$ cat src/rtl/cam_entry_mgr.sv
// cam_entry_mgr: serialises insert/delete commands onto an SRL CAM, allocating
// the lowest free address on insert and returning a status/address per command.
`default_nettype none

module cam_entry_mgr #(
  parameter int DATA_WIDTH = 64,
  parameter int ADDR_WIDTH = 5
) (
  input  logic                  clk,
  input  logic                  rst_n,
  input  logic                  req_valid,
  output logic                  req_ready,
  input  logic                  req_op,
  input  logic [DATA_WIDTH-1:0] req_key,
  output logic                  resp_valid,
  output logic [1:0]            resp_status,
  output logic [ADDR_WIDTH-1:0] resp_addr,
  output logic [ADDR_WIDTH-1:0] cam_write_addr,
  output logic [DATA_WIDTH-1:0] cam_write_data,
  output logic                  cam_write_delete,
  output logic                  cam_write_enable,
  input  logic                  cam_write_busy,
  output logic [DATA_WIDTH-1:0] cam_compare_data,
  input  logic                  cam_match,
  input  logic [ADDR_WIDTH-1:0] cam_match_addr,
  output logic [ADDR_WIDTH:0]   used_count,
  output logic                  full
);

  localparam int ENTRIES = 1 << ADDR_WIDTH;

  localparam logic [1:0] ST_OK        = 2'd0;
  localparam logic [1:0] ST_DUPLICATE = 2'd1;
  localparam logic [1:0] ST_FULL      = 2'd2;
  localparam logic [1:0] ST_NOT_FOUND = 2'd3;

  typedef enum logic [2:0] {
    IDLE    = 3'd0,
    LOOKUP  = 3'd1,
    CHECK   = 3'd2,
    ISSUE   = 3'd3,
    WAIT_HI = 3'd4,
    WAIT_LO = 3'd5,
    RESP    = 3'd6
  } state_t;

  state_t                  state, state_nxt;
  logic [DATA_WIDTH-1:0]   key_reg;
  logic                    op_reg;
  logic [ENTRIES-1:0]      valid_map;
  logic [ADDR_WIDTH-1:0]   alloc_addr;
  logic                    accept;

  assign accept = req_valid & req_ready;
  assign full   = (used_count == (ADDR_WIDTH+1)'(ENTRIES));

  // Lowest clear bitmap position; scanning downward lets the smallest index win.
  always_comb begin
    alloc_addr = '0;
    for (int i = ENTRIES - 1; i >= 0; i--) begin
      if (!valid_map[i]) alloc_addr = ADDR_WIDTH'(i);
    end
  end

  always_ff @(posedge clk or negedge rst_n) begin
    if (!rst_n) state <= IDLE;
    else        state <= state_nxt;
  end

  always_comb begin
    state_nxt = state;
    case (state)
      IDLE:    if (accept) state_nxt = LOOKUP;
      LOOKUP:  state_nxt = CHECK;
      CHECK: begin
        if (!op_reg) state_nxt = (cam_match || full) ? RESP : ISSUE;
        else         state_nxt = cam_match ? ISSUE : RESP;
      end
      ISSUE:   state_nxt = WAIT_HI;
      WAIT_HI: if (cam_write_busy) state_nxt = WAIT_LO;
      WAIT_LO: if (!cam_write_busy) state_nxt = RESP;
      RESP:    state_nxt = IDLE;
      default: state_nxt = IDLE;
    endcase
  end

  always_ff @(posedge clk or negedge rst_n) begin
    if (!rst_n) begin
      req_ready        <= 1'b0;
      resp_valid       <= 1'b0;
      resp_status      <= 2'd0;
      resp_addr        <= '0;
      cam_write_enable <= 1'b0;
      cam_write_delete <= 1'b0;
      cam_write_addr   <= '0;
      cam_write_data   <= '0;
      cam_compare_data <= '0;
      key_reg          <= '0;
      op_reg           <= 1'b0;
      used_count       <= '0;
      valid_map        <= '0;
    end else begin
      // Ready is registered so it stays low through the CAM init after reset.
      req_ready        <= (state_nxt == IDLE) && !cam_write_busy;
      resp_valid       <= 1'b0;
      cam_write_enable <= 1'b0;
      case (state)
        IDLE: begin
          if (accept) begin
            key_reg          <= req_key;
            cam_compare_data <= req_key;
            op_reg           <= req_op;
          end
        end
        CHECK: begin
          if (!op_reg) begin
            if (cam_match) begin
              resp_valid  <= 1'b1;
              resp_status <= ST_DUPLICATE;
              resp_addr   <= cam_match_addr;
            end else if (full) begin
              resp_valid  <= 1'b1;
              resp_status <= ST_FULL;
              resp_addr   <= '0;
            end else begin
              cam_write_addr   <= alloc_addr;
              cam_write_data   <= key_reg;
              cam_write_delete <= 1'b0;
              cam_write_enable <= 1'b1;
            end
          end else begin
            if (cam_match) begin
              cam_write_addr   <= cam_match_addr;
              cam_write_delete <= 1'b1;
              cam_write_enable <= 1'b1;
            end else begin
              resp_valid  <= 1'b1;
              resp_status <= ST_NOT_FOUND;
              resp_addr   <= '0;
            end
          end
        end
        ISSUE: begin
          if (cam_write_delete) begin
            valid_map[cam_write_addr] <= 1'b0;
            used_count                <= used_count - 1'b1;
          end else begin
            valid_map[cam_write_addr] <= 1'b1;
            used_count                <= used_count + 1'b1;
          end
        end
        WAIT_LO: begin
          if (!cam_write_busy) begin
            resp_valid  <= 1'b1;
            resp_status <= ST_OK;
            resp_addr   <= cam_write_addr;
          end
        end
        default: ;
      endcase
    end
  end

endmodule

`default_nettype wire

$ cat config.mk
export PLATFORM = sky130hd
export DESIGN_NAME = cam_entry_mgr
export DESIGN_NICKNAME = d
export VERILOG_FILES = /design/src/rtl/cam_entry_mgr.sv
export SDC_FILE = /design/constraint.sdc
export NUM_CORES = 1
export LEC_CHECK = 0
export ABC_AREA = 0
export CORE_ASPECT_RATIO = 0.5
export CORE_MARGIN = 2
export CORE_UTILIZATION = 52
export DETAILED_ROUTE_END_ITERATION = 12
export GPL_ROUTABILITY_DRIVEN = 1
export HOLD_SLACK_MARGIN = 0.08
export MAX_ROUTING_LAYER = met4
export PLACE_DENSITY = 0.89
export SYNTH_ARGS = -nofsm -noshare
export SYNTH_HDL_FRONTEND = slang
export SYNTH_SLANG_ARGS = --single-unit
$ cat constraint.sdc
create_clock -name clk -period 4.5 [get_ports clk]
set_input_delay 0.675 -clock clk [delete_from_list [all_inputs] [get_ports clk]]
set_output_delay 0.675 -clock clk [all_outputs]
set_load 0.01 [all_outputs]
# Word level (Yosys, flattened, before mapping)
# Index checks and enable logic that the tools add are counted.
# W data, S select, Z words.
# word_totals
reg_bits	186
latch_bits	0
ramBits	0
rom_bits	0
wordCells	121
n_memories	0
# op_classes
n_addsub	2
n_mul	0
div_mod_pow	0
order_cmp	2
eq_ne	12
n_shift	0
mux	74
bitwise	7
reduce_logical	11
# ops
cell	n
$mux W5	41
$and A32 B32 Y32	1
$mux W32	1
$not A32 Y32	1
$or A32 B32 Y32	1
$mux W3	6
$pmux W3 S6	1
$mux W1	15
$reduce_and A4 Y1	3
$mux W2	5
$pmux W5 S2	1
$add A6 B1 Y6 const B	1
$eq A3 B2 Y1 const B	2
$eq A3 B3 Y1 const B	2
$eq A6 B6 Y1 const B	1
$logic_not A3 Y1	2
$lt A5 B6 Y1 const B	1
$mux W6	1
$ne A2 B2 Y1 const B	3
$sub A6 B1 Y6 const B	1
$demux W1 S5	1
$ge A5 B1 Y1 const B	1
$ne A4 B4 Y1 const B	1
$pmux W2 S2	1
11 further kinds	14

# Logic depth before layout (Yosys ltp)
# logic_depth
ltp_word	35
mapped_depth	8

# Worst setup path after synthesis
# No wires, ideal clock.
# synth_timing
path_kind	reg2reg
start	register op_reg
end	register cam_write_addr[4]
setup_ps	127
arrival_time_ps	1894
path_slack_ps	2479
stages_incl_launch_ff	9
n_path_buf	1
cell_sequence	dfrtp_1 > clkbuf_1 > inv_1 > ha_1 > inv_1 > o31ai_2 > nor2_1 > mux2i_1 > o31ai_1
# synth_via
elab_chain_cells	2
word_cells_on_any_way	4
classes_between	eq/ne: 2; mux: 1; reduce/logical: 1
# synth_lines
element	line_no	rtl
start: declaration	49	logic op_reg;
start signal: assignment	112	op_reg <= req_op;
$ne A2 B1 Y1 (no source line) / $ne A2 B2 Y1 (equally long branches)	--	
$reduce_and A4 Y1 (no source line)	--	
end signal: assignment	126	cam_write_addr <= alloc_addr;
end signal: assignment	133	cam_write_addr <= cam_match_addr;
end: declaration	18	output logic [ADDR_WIDTH-1:0] cam_write_addr,
# Several ways; a longest one is shown, not always the timed one.
# A chain may end at the register's enable or synchronous reset.

# Worst setup path after layout
# layout_timing
start	register cam_write_delete
end	output cam_write_delete
# layout_lines
element	line_no	rtl
start: declaration	20	output logic cam_write_delete,
start signal: assignment	94	cam_write_delete <= 1'b0;
start signal: assignment	128	cam_write_delete <= 1'b0;
start signal: assignment	134	cam_write_delete <= 1'b1;
# No word-level cell between the ends.

==> impl_metrics.toml <==
[synthesis]
syn_nets = 692
yosysWarnings = 0
synth-edff-count = 0
yosysMostFrequentCell = "dfrtp_1"
synthCells = 609
synth_top_area_share_pct = 56.3
synthFlopType = "dfrtp_1"
synth-seq-cells = 186
synth_area_leader_cell = "dfrtp_1"
synthTopCellsByArea = "dfrtp_1 56%, mux2_4 11%, mux2_2 10%"
synth_area_sq_um = 8270
yosysUniqueCellTypes = 59
synth_commonest_cells = "186 x dfrtp_1, 75 x mux2_2, 60 x mux2_4, 46 x o21ai_0, 36 x nand2_1"
async_flop_share_pct = 100
avgSynthCellArea_sq_um = 13.6
synth.yosys.seq_area_share_pct = 56.3

[worst_setup_path]
critPathRequiredTime_ps = 3830
slowest_stage = "dfrtp_1"
max_stage_delay_ps = 820
arrival_ps = 2210
crit_type = "reg -> out"
setup.worst_path.end_class = "output pin"
path_cells = "buf_4, clkdlybuf4s50_1"
critPathMaxFanout = 21
crit_path_start_kind = "register"

[place]
port_buffers = 225
post_dp_cell_area_sq_um = 10600
dpl.hpwl_um = 14000
gp_congestion = 0.863

[clock_tree]
post_cts_buffers = 0
numCtsBuffers = 17
clockBufferDepth = 2
cts-hold-fix-buffers = 0
cts_resized = 0
clk_pin_slew_ps = 80
cts_tree = "done"
htreeDepth = 4
worstSkewPairLatency_ps = 430
clkSinkCount = 186
cts_root_buffer = "clkbuf_16"

[drt]
antenna_left = 0
vias = 5832
drc = 0
drt_iter0_drc = 371
drt-pass1-iter-count = 5
vias_per_cell = 5.61
routedWlPerCell_um = 19.7
drt_wl_total_um = 20500

[floorplanning]
row_count = 32
io_pins = 226
die_w_um = 182
start_util_pct = 53.4
die_h_um = 93.2
die_area_sq_um = 17000
coreArea_sq_um = 15500

[pwr]
intPower_w = 0.00513
powerDensity_nw_per_um2 = 697
p_sw_share_pct = 33.8
vdd_drop_max_mv = 0.355
clock_power_share_pct = 18.5
power_frac_seq_pct = 38.8
leakage_nw = 4.71
p_sw_w = 0.00262
p_comb_share_pct = 42.7

[final_layout]
area_delta_synth_final_pct = 34.4
diodes = 0
final_cell_area_sq_um = 11100
fin_nets = 905
layout-drive-gt1-share_pct = 22.0
fillers = 1019

[sta]
relSlewSlack_pct = 41.7
period_minus_slack_ps = 2880
period_share_pct = 64.0
drv_slew = 0
finClkSkew_ps = 13.7
setup-violations-final = 0
rsz0062_at_grt = "no"
tightest_slew_ps = 874
clock.fmax_mhz = 347
finalHoldViolCount = 0
finalSetupTns_ps = 0

[global_routing]
grt_max_degree = 98
grt_pass1_vias = 6081
antenna_found_initial = 0
grt_usage_pct = 25.2
grt_overflow = 0
grt_first_pass_wirelength_um = 32300

[run]
cap_violations = 0

[outcome]
status = "finished clean"

[min_path]
hp-class = "in -> async"
metrics by stage:
| stage | total power [W] | utilization (%) | std cells | setup slack, ps | hold slack [ps] |
|---|---|---|---|---|---|
| after CTS | 0.00778 | 71.7 | 1039 | 1640 | 365 |
| final | 0.00774 | 71.7 | 1039 | 1620 | 326 |
| after detailed placement | 0.00632 | 68.1 | 1007 | 1590 | 493 |
| after global routing | 0.00813 | 71.7 | 1039 | 1540 | 399 |
| after global placement | 0.00615 | 68.1 | 1007 | 1620 | 491 |
| after floorplan | 0.00461 | - | 609 | 2480 | 379 |
worst max-delay path, delay by kind of cell (launching register included):
kind                   cells  cell delay, ps
buffers and inverters      2             950
DFF                        1             820
power groups by stage:
stage	logic, W	clock network (W)	registers (W)
6_report	0.00331	0.00143	0.00300
3_3_place_gp	0.00321	0	0.00294
4_1_cts	0.00334	0.00145	0.00300
3_5_place_dp	0.00332	0	0.00300
2_1_floorplan	0.00149	0	0.00312
5_1_grt	0.00350	0.00153	0.00310
path summary, 6_finish.rpt:
kind | slack (ps) | cells after the start | start | to
min in group clk | 510 | 1 | cam_write_data[0] | cam_write_data[0]
worst max register to register | 2040 | 7 | cam_write_delete | used_count[5]
worst max-delay path | 1620 | 2 | cam_write_delete | cam_write_delete
worst min register to register | 510 | 1 | cam_write_data[0] | cam_write_data[0]
worst min-delay path | 330 | 1 | rst_n | asynchronous set/reset pin
max in group asynchronous | 3160 | 2 | rst_n | cam_write_data[25]
area by class of cell:
cell class	count	area [sq um]	area share (%)
sequential	186	4650	41.9
multi-input combinational	372	3270	29.5
timing repair buffer	231	2320	20.9
clock buffer	20	447	4.02
tap	204	255	2.30
clock inverter	12	108	0.968
inverter	14	52.6	0.473
kinds of logic after synthesis:
family          after synthesis  synth area share, %
flops                       186                 56.3
mux                         137                 21.4
compound gates              113                 8.85
simple gates                108                 7.43
buf+inv                      51                 4.13
fa+ha+maj                     8                 1.30
xor+xnor                      6                0.636
placed cells by master (no fill, tap or decap), drive strengths merged, types with 5 or more instances in the layout:
master           n
or3              5
nand3           14
nand3b           5
buf              7
clkbuf          20
inv             21
a21oi            9
nor2            13
o21ai           46
mux2           135
ha               7
dfrtp          186
clkdlybuf4s50  224
nand4            5
nor3             5
o31ai           35
nand2           36
nand2b           5
routing by layer:
| metal | up-vias | share of wire, % | GRT usage [%] |
|---|---|---|---|
| li1 | 2625 | - | - |
| met1 | 2947 | 40 | 29.0 |
| met2 | 215 | 53 | 44.5 |
| met3 | 45 | 4.0 | 4.13 |
| met4 | 0 | 2.8 | 10.6 |
| met5 | - | 0 | - |
Power figures use the tool's default switching activity.
